### src/rtl/masked_and_seq_pkg.sv
// Shared types and constants for the bit-serial masked AND sequencer.
package masked_and_seq_pkg;

  localparam int DEFAULT_WIDTH = 8;

  typedef enum logic [1:0] {
    IDLE  = 2'd0,
    FETCH = 2'd1,
    EVAL  = 2'd2,
    DONE  = 2'd3
  } state_e;

  // Bit-index counter width; a 1-bit word still needs a 1-bit index.
  function automatic int idx_width(input int w);
    return (w > 1) ? $clog2(w) : 1;
  endfunction

endpackage

### src/rtl/masked_and_seq_dom_and_cell.sv
// Combinational 1-bit first-order domain-oriented masked AND cell.
module dom_and_cell (
  input  logic a0,
  input  logic a1,
  input  logic b0,
  input  logic b1,
  input  logic z,
  output logic c0,
  output logic c1
);

  // Cross-domain terms are refreshed with z before joining the inner-domain term.
  assign c0 = (a0 & b0) ^ ((a0 & b1) ^ z);
  assign c1 = (a1 & b1) ^ ((a1 & b0) ^ z);

endmodule

### src/rtl/masked_and_seq.sv
// Bit-serial masked AND sequencer: one fresh random bit per result bit, one DOM cell.
// Optional build macro MASKED_AND_SEQ_PRECHARGE_EN zeroes cell inputs outside EVAL.
module masked_and_seq
  import masked_and_seq_pkg::*;
#(
  parameter int WIDTH = DEFAULT_WIDTH
) (
  input  logic             clk,
  input  logic             rst_n,
  input  logic             in_valid,
  output logic             in_ready,
  input  logic [WIDTH-1:0] a0,
  input  logic [WIDTH-1:0] a1,
  input  logic [WIDTH-1:0] b0,
  input  logic [WIDTH-1:0] b1,
  output logic             rnd_req,
  input  logic             rnd_ack,
  input  logic             rnd,
  output logic             out_valid,
  input  logic             out_ready,
  output logic [WIDTH-1:0] c0,
  output logic [WIDTH-1:0] c1,
  output logic             busy,
  output state_e           state_o
);

  localparam int IW = idx_width(WIDTH);
  localparam logic [IW-1:0] LAST_IDX = IW'(WIDTH - 1);

  // Handshakes: a transfer happens on a rising edge where valid and ready are both
  // high; valid is never withdrawn before the transfer and data is stable while valid.

  state_e           state_q;
  logic [WIDTH-1:0] a0_q, a1_q, b0_q, b1_q;
  logic [WIDTH-1:0] c0_q, c1_q;
  logic [WIDTH-1:0] c0_d, c1_d;
  logic [IW-1:0]    idx_q;
  logic             z_q;
  logic             in_ready_q;

  logic cell_a0, cell_a1, cell_b0, cell_b1, cell_z;
  logic cell_c0, cell_c1;

`ifdef MASKED_AND_SEQ_PRECHARGE_EN
  logic cell_en;
  assign cell_en = (state_q == EVAL);
  assign cell_a0 = cell_en & a0_q[idx_q];
  assign cell_a1 = cell_en & a1_q[idx_q];
  assign cell_b0 = cell_en & b0_q[idx_q];
  assign cell_b1 = cell_en & b1_q[idx_q];
  assign cell_z  = cell_en & z_q;
`else
  assign cell_a0 = a0_q[idx_q];
  assign cell_a1 = a1_q[idx_q];
  assign cell_b0 = b0_q[idx_q];
  assign cell_b1 = b1_q[idx_q];
  assign cell_z  = z_q;
`endif

  dom_and_cell u_cell (
    .a0 (cell_a0),
    .a1 (cell_a1),
    .b0 (cell_b0),
    .b1 (cell_b1),
    .z  (cell_z),
    .c0 (cell_c0),
    .c1 (cell_c1)
  );

  always_comb begin
    c0_d        = c0_q;
    c1_d        = c1_q;
    c0_d[idx_q] = cell_c0;
    c1_d[idx_q] = cell_c1;
  end

  always_ff @(posedge clk or negedge rst_n) begin
    if (!rst_n) begin
      state_q    <= IDLE;
      a0_q       <= '0;
      a1_q       <= '0;
      b0_q       <= '0;
      b1_q       <= '0;
      c0_q       <= '0;
      c1_q       <= '0;
      idx_q      <= '0;
      z_q        <= 1'b0;
      in_ready_q <= 1'b0;
    end else begin
      case (state_q)
        IDLE: begin
          if (in_valid && in_ready_q) begin
            a0_q       <= a0;
            a1_q       <= a1;
            b0_q       <= b0;
            b1_q       <= b1;
            c0_q       <= '0;
            c1_q       <= '0;
            idx_q      <= '0;
            in_ready_q <= 1'b0;
            state_q    <= FETCH;
          end else begin
            in_ready_q <= 1'b1;
          end
        end
        FETCH: begin
          if (rnd_ack) begin
            z_q     <= rnd;
            state_q <= EVAL;
          end
        end
        EVAL: begin
          c0_q <= c0_d;
          c1_q <= c1_d;
          if (idx_q == LAST_IDX) begin
            state_q <= DONE;
          end else begin
            idx_q   <= idx_q + IW'(1);
            state_q <= FETCH;
          end
        end
        DONE: begin
          // Zeroize the result and the spent random bit on hand-off.
          if (out_ready) begin
            c0_q       <= '0;
            c1_q       <= '0;
            z_q        <= 1'b0;
            in_ready_q <= 1'b1;
            state_q    <= IDLE;
          end
        end
        default: state_q <= IDLE;
      endcase
    end
  end

  assign in_ready  = in_ready_q;
  assign rnd_req   = (state_q == FETCH);
  assign out_valid = (state_q == DONE);
  assign busy      = (state_q != IDLE);
  assign c0        = c0_q;
  assign c1        = c1_q;
  assign state_o   = state_q;

endmodule

### config.mk
export PLATFORM = sky130hd
export DESIGN_NAME = masked_and_seq
export DESIGN_NICKNAME = d
export VERILOG_FILES = /design/src/rtl/masked_and_seq_pkg.sv /design/src/rtl/masked_and_seq_dom_and_cell.sv /design/src/rtl/masked_and_seq.sv
export SDC_FILE = /design/constraint.sdc
export NUM_CORES = 1
export LEC_CHECK = 0
export CAP_MARGIN = 25
export CORE_UTILIZATION = 46
export DETAILED_ROUTE_END_ITERATION = 6
export HOLD_SLACK_MARGIN = 0.03
export PLACE_DENSITY = 0.83
export SKIP_CTS_REPAIR_TIMING = 1
export SLEW_MARGIN = 15
export SYNTH_ARGS = -nofsm -noshare
export SYNTH_HDL_FRONTEND = slang
export SYNTH_SLANG_ARGS = --single-unit
### constraint.sdc
create_clock -name clk -period 1.8 [get_ports clk]
set_input_delay 0.36 -clock clk [delete_from_list [all_inputs] [get_ports clk]]
set_output_delay 0.36 -clock clk [all_outputs]
set_load 0.1 [all_outputs]
## Word level (Yosys, flattened, before mapping)

Cells that the tools add are included.

| operators by class | value |
|---|---|
| add/sub/neg operators | 1 |
| order comparisons | 2 |
| equal/unequal tests | 8 |
| multiplexer cells | 30 |
| bitwise gates (word level) | 8 |
| reductions and logical operators | 14 |

Operators by type and width:

| cell | number |
|---|---|
| 8-bit case mux with 3 select lines | 2 |
| 8-bit bitwise mux | 2 |
| 8-bit two-way mux | 2 |
| 1-bit binary-select mux with 3-bit select | 4 |
| 3-bit AND reduction | 4 |
| 1-bit two-way mux | 9 |
| 2-bit two-way mux | 4 |
| 2-bit case mux with 4 select lines | 1 |
| 2-bit nonzero test | 4 |
| 3-bit two-way mux | 2 |
| 3-bit case mux with 2 select lines | 1 |
| 1-bit bitwise AND | 4 |
| 2-bit == test (second input constant) | 2 |
| 3-bit by 4-bit less-than comparator with 1-bit output (second input constant) | 1 |
| 2-bit by 1-bit inequality test with 1-bit output (second input constant) | 2 |
| 2-bit inequality test (second input constant) | 2 |
| 1-bit case mux with 2 select lines | 2 |
| 2-bit AND reduction | 2 |
| 1-bit bitwise XOR | 4 |
| 3-bit by 1-bit adder with 3-bit output (second input constant) | 1 |
| 1-bit demux with 3-bit select | 1 |
| 3-bit == test (second input constant) | 1 |
| 3-bit by 1-bit >= comparator with 1-bit output (second input constant) | 1 |
| 3-bit nonzero test | 1 |
| 3 further kinds | 4 |

| word-level totals | value |
|---|---|
| bits in registers | 55 |
| output and inout bits | 22 |

## Depth between registers and ports, before layout

| depth | value |
|---|---|
| depth in word-level cells | 7 |
| depth in mapped cells | 7 |
| depth with buffers taken out | 6 |

## By module

Synthesis repeated with hierarchy kept, for this count alone.

| second synthesis, totals | value |
|---|---|
| cells, all modules | 232 |
| area, all modules | 2,910.3 sq um |

By module, submodules not included:

| module | instances | cells an instance | area each (sq um) |
|---|---|---|---|
| masked_and_seq | 1 | 227 | 2,876.5 |
| dom_and_cell | 1 | 5 | 33.8 |

## Worst setup path before layout

No wires, ideal clock.

| timing path | value |
|---|---|
| path kind | register to register |
| start point | register state_q[1], in the netlist state_o[1] |
| end point | register a0_q[0] |
| library setup time | 125 ps |
| data arrival time | 2,595 ps |
| required time | 1,675 ps |
| slack | -920 ps |
| cell stages (with the launch flop) | 6 |
| clock period less this slack | 2,720 ps |
| path through | dfrtp_1 > clkbuf_1 > or2_2 > nor2_1 > buf_2 > mux2_2 |

| between the ends | value |
|---|---|
| word-level cells in the longest chain between the ends | 2 |

Ends and longest elaborated chain:

| item | RTL line | RTL |
|---|---|---|
| from (decl) | masked_and_seq.sv:33 | `state_e state_q;` |
| from (signal assigned) | masked_and_seq.sv:79 | `state_q <= IDLE;` |
| from (signal assigned) | masked_and_seq.sv:101 | `state_q <= FETCH;` |
| from (signal assigned) | masked_and_seq.sv:109 | `state_q <= EVAL;` |
| 2-bit logical NOT | masked_and_seq.sv:90 | `case (state_q)` |
| 2-bit AND reduction (no source line) | - |  |
| to (signal assigned) | masked_and_seq.sv:80 | `a0_q <= '0;` |
| to (signal assigned) | masked_and_seq.sv:93 | `a0_q <= a0;` |
| to (decl) | masked_and_seq.sv:34 | `logic [WIDTH-1:0] a0_q, a1_q, b0_q, b1_q;` |

No other way between the ends.
A chain may end at the register's enable or synchronous reset.

## Worst setup path after layout

| timing path | value |
|---|---|
| start point | register idx_q[0] |
| end point | register c0_q[0], in the netlist c0[0] |

| between the ends | value |
|---|---|
| word-level cells in the longest chain between the ends | 7 |
| elaborated cells between the ends (all ways) | 17 |
| those cells by class | 2 x order compare; 10 x mux; 4 x bitwise; 1 x reduce/logical |

Ends and longest elaborated chain:

| item | RTL line | RTL |
|---|---|---|
| from (decl) | masked_and_seq.sv:37 | `logic [IW-1:0] idx_q;` |
| from (signal assigned) | masked_and_seq.sv:118 | `idx_q <= idx_q + IW'(1);` |
| 1-bit binary-select mux with 3-bit select, on equally long branches | masked_and_seq.sv:53, masked_and_seq.sv:56 |  |
| 1-bit two-way mux, on equally long branches | masked_and_seq.sv:53, masked_and_seq.sv:56 |  |
| 1-bit bitwise AND | masked_and_seq_dom_and_cell.sv:13 | `assign c0 = (a0 & b0) ^ ((a0 & b1) ^ z);` |
| 1-bit bitwise XOR (2 in series) | masked_and_seq_dom_and_cell.sv:13 |  |
| 8-bit bitwise mux (*) | masked_and_seq.sv:73 | `c0_d[idx_q] = cell_c0;` |
| 8-bit case mux with 3 select lines (*) | masked_and_seq.sv:90 |  |
| to (signal assigned) | masked_and_seq.sv:84 | `c0_q <= '0;` |
| to (signal assigned) | masked_and_seq.sv:97 | `c0_q <= '0;` |
| to (signal assigned) | masked_and_seq.sv:113 | `c0_q <= c0_d;` |
| to (decl) | masked_and_seq.sv:35 | `logic [WIDTH-1:0] c0_q, c1_q;` |

Every way passes the cells marked *; elsewhere a longest branch is shown, timed or not. The select of a mux whose other input is x is not followed.

==> flow_summary.json <==
{
  "worstMarginPinSlew_ns": 0.4846,
  "antenna_found_initial": 0,
  "status": "finished, violations left",
  "num_antenna_cells": 0,
  "crit_end": "c0[0]$_DFFE_PN0P_",
  "synth_edf_count": 0,
  "r2r_start": "idx_q[0]$_DFFE_PN0P_",
  "grt_pass1_vias": 2434,
  "synth-async-reset-ratio": 1.000,
  "powerDensity_nw_per_um2": 2054,
  "drive_gt1_frac": 0.3994,
  "period_share": 1.138,
  "finalSetupViolCount": 16,
  "netlist_instances": 272,
  "gp_congestion": 0.8446,
  "cp-startpoint": "idx_q[0]$_DFFE_PN0P_",
  "syn_nets": 312,
  "cts_made_buffers": 5,
  "overflow": 0,
  "cp.required_ns": 1.99,
  "wl_per_cell_um": 16.70,
  "max_freq_mhz": 488.1,
  "synth_area_leader_cell": "dfrtp_1",
  "worst_slack_ns": -0.2487,
  "synth.avg_cell_area_um2": 10.66,
  "clkLatencyLatePin_ns": 0.30,
  "synthDistinctLibCells": 37,
  "cap_viol_max_count": 0,
  "path_class": "reg2reg",
  "synth_top_area_frac": 0.4745,
  "grt_use_total": 0.2300,
  "start_util": 0.4841,
  "ys_warn_count": 0,
  "yosysMostFrequentCell": "dfrtp_1",
  "first_iter_violations": 176,
  "drc": 0,
  "start_kind": "flip-flop",
  "clk_pin_slew_worst_paths_ns": 0.10,
  "synth-seq-cells": 55,
  "hold_class": "in2async",
  "final_core_util": 0.7178,
  "cts_root_buf": "clkbuf_8",
  "die_y_um": 81.41,
  "arrival_ns": 2.23,
  "nNetsFinal": 392,
  "synth_top_cells_by_area": "dfrtp_1 47%, mux2_2 13%, nand3_1 4.3%",
  "first_pass_iters": 4,
  "min_period_ns": 2.049,
  "fp.dieArea_um2": 6627,
  "reg2reg_to": "c0[0]$_DFFE_PN0P_",
  "synth-main-ff-cell": "dfrtp_1",
  "core-area_um2": 5991,
  "crit_fanout": 12,
  "die_x_um": 81.41,
  "grt_pass1_wl_um": 11530,
  "routed-via-count": 2472,
  "yosysSeqAreaShare": 0.4745,
  "cts.sinks": 55,
  "clockBufferDepth": 2,
  "cts.htree.levels": 2,
  "max-vdd-ir-drop_mv": 1.272,
  "hold_viol": 0,
  "area_growth_pct": 48.27,
  "p_leak_nw": 1.892,
  "hpwl_um": 5002,
  "violations": "setup timing",
  "fp-row-count": 28,
  "numPortBuffers": 59,
  "rr_worst_depth": 7,
  "ant_nets": 0,
  "slew_violations": 0,
  "rsz0062_at_grt": "true",
  "endpoint_kind": "flip-flop",
  "yosys-top-cells-count": "55 x dfrtp_1, 34 x mux2_2, 28 x nand2_1",
  "synth_area_um2": 2900,
  "grt_max_degree": 56,
  "ioPinCount": 60,
  "viasPerCell": 5.776,
  "r2r_slack_ns": -0.25,
  "wl_um": 7148,
  "design_area_um2": 4300,
  "cts_tree": "built",
  "dpl-instance-area_um2": 4015,
  "max_slew_margin": 0.6739,
  "fin_worst_skew_ns": 0.004623,
  "fillers": 368
}
-- per-stage QoR --
step	setup TNS [ns]	worst slack [ns]	hold slack [ns]	total power, mW	std cells
global route	-4.941	-0.3355	0.04196	9.235	428
floorplan	-8.786	-0.2360	0.06441	5.404	272
finish	-3.661	-0.2487	0.03294	8.834	428
global placement	-2.277	-0.1616	0.3721	6.876	415
detailed placement	-3.369	-0.2477	0.3818	7.053	415
CTS	-3.604	-0.2654	0.03867	7.782	423
-- kinds of logic (layout without fill, tap and decap cells) --
family / Yosys count / count (layout) / synth area share
xor+xnor: 1 / 1 / 0.005610
compound gates: 40 / 40 / 0.09405
flops: 55 / 55 / 0.4745
fa+ha+maj: 2 / 2 / 0.008627
simple gates: 107 / 107 / 0.1838
mux: 46 / 46 / 0.1963
buf+inv: 21 / 102 / 0.03710
-- worst max-delay path: stages, from the launching register on --
cell,delay [ns]
dfrtp_1,0.42
buf_6,0.16
mux4_2,0.54
mux2i_4,0.24
xor2_4,0.21
buf_12,0.15
nand2b_1,0.12
nand3_1,0.09
-- state kept, by name, indices dropped and copies added (netlist names), 2 cells and up --
name	flops
idx_q	3
c1	8
b0_q	8
state_o	2
b1_q	8
a1_q	8
c0	8
a0_q	8
-- worst min path at each step --
stage | start | end | slack [ns] | cells after the start
floorplan | rst_n | a0_q[0]$_DFFE_PN0P_ | 0.06 | 0
CTS | rst_n | b1_q[5]$_DFFE_PN0P_ | 0.04 | 2
finish | rst_n | b1_q[3]$_DFFE_PN0P_ | 0.03 | 2
detailed placement | rst_n | b1_q[5]$_DFFE_PN0P_ | 0.38 | 2
global route | rst_n | b1_q[0]$_DFFE_PN0P_ | 0.04 | 2
global placement | rst_n | b1_q[6]$_DFFE_PN0P_ | 0.37 | 2
-- metal layers --
metal,vias to the layer above,wire length (um),GRT usage
met5,-,0,0
met4,0,108,0.05893
met3,10,346,0.05056
met2,85,3866,0.4033
met1,1234,2826,0.2847
li1,1143,-,-
-- layout make-up --
cell class                 count  area [um^2]  area share
timing repair buffer          90         1112      0.2587
clock inverter                 1        5.005    0.001164
inverter                       4        18.77    0.004364
multi-input combinational    196         1602      0.3724
clock buffer                   7        86.33     0.02008
sequential                    55         1383      0.3215
tap                           75        93.84     0.02182
-- placed cells by master (no fill, tap or decap), drive strengths merged --
master,netlist,final
mux4,4,4
dfrtp,55,55
or2,2,2
a21oi,1,1
nor4,8,8
clkinv,0,1
clkdlybuf4s50,0,36
nor3b,1,1
a31oi,1,1
nand2,28,28
and3,2,2
o221a,1,1
o21ai,13,13
inv,4,3
buf,8,53
clkinvlp,0,1
nor2b,4,4
a21o,3,3
a22o,2,2
a22oi,16,16
clkbuf,9,8
nand3,25,25
mux2,35,35
o2bb2ai,1,1
xor2,1,1
mux2i,7,7
nand2b,10,10
or2b,4,4
o21a,1,1
a221oi,1,1
nor2,14,14
and2,1,1
ha,2,2
nor3,8,8
-- power by group --
part           internal, mW  switching, mW  total [mW]
Combinational          2.82           3.15        5.97
Clock                 0.312          0.394       0.705
Sequential             1.74          0.416        2.16
Note: power is estimated with default switching activity, not from simulation.
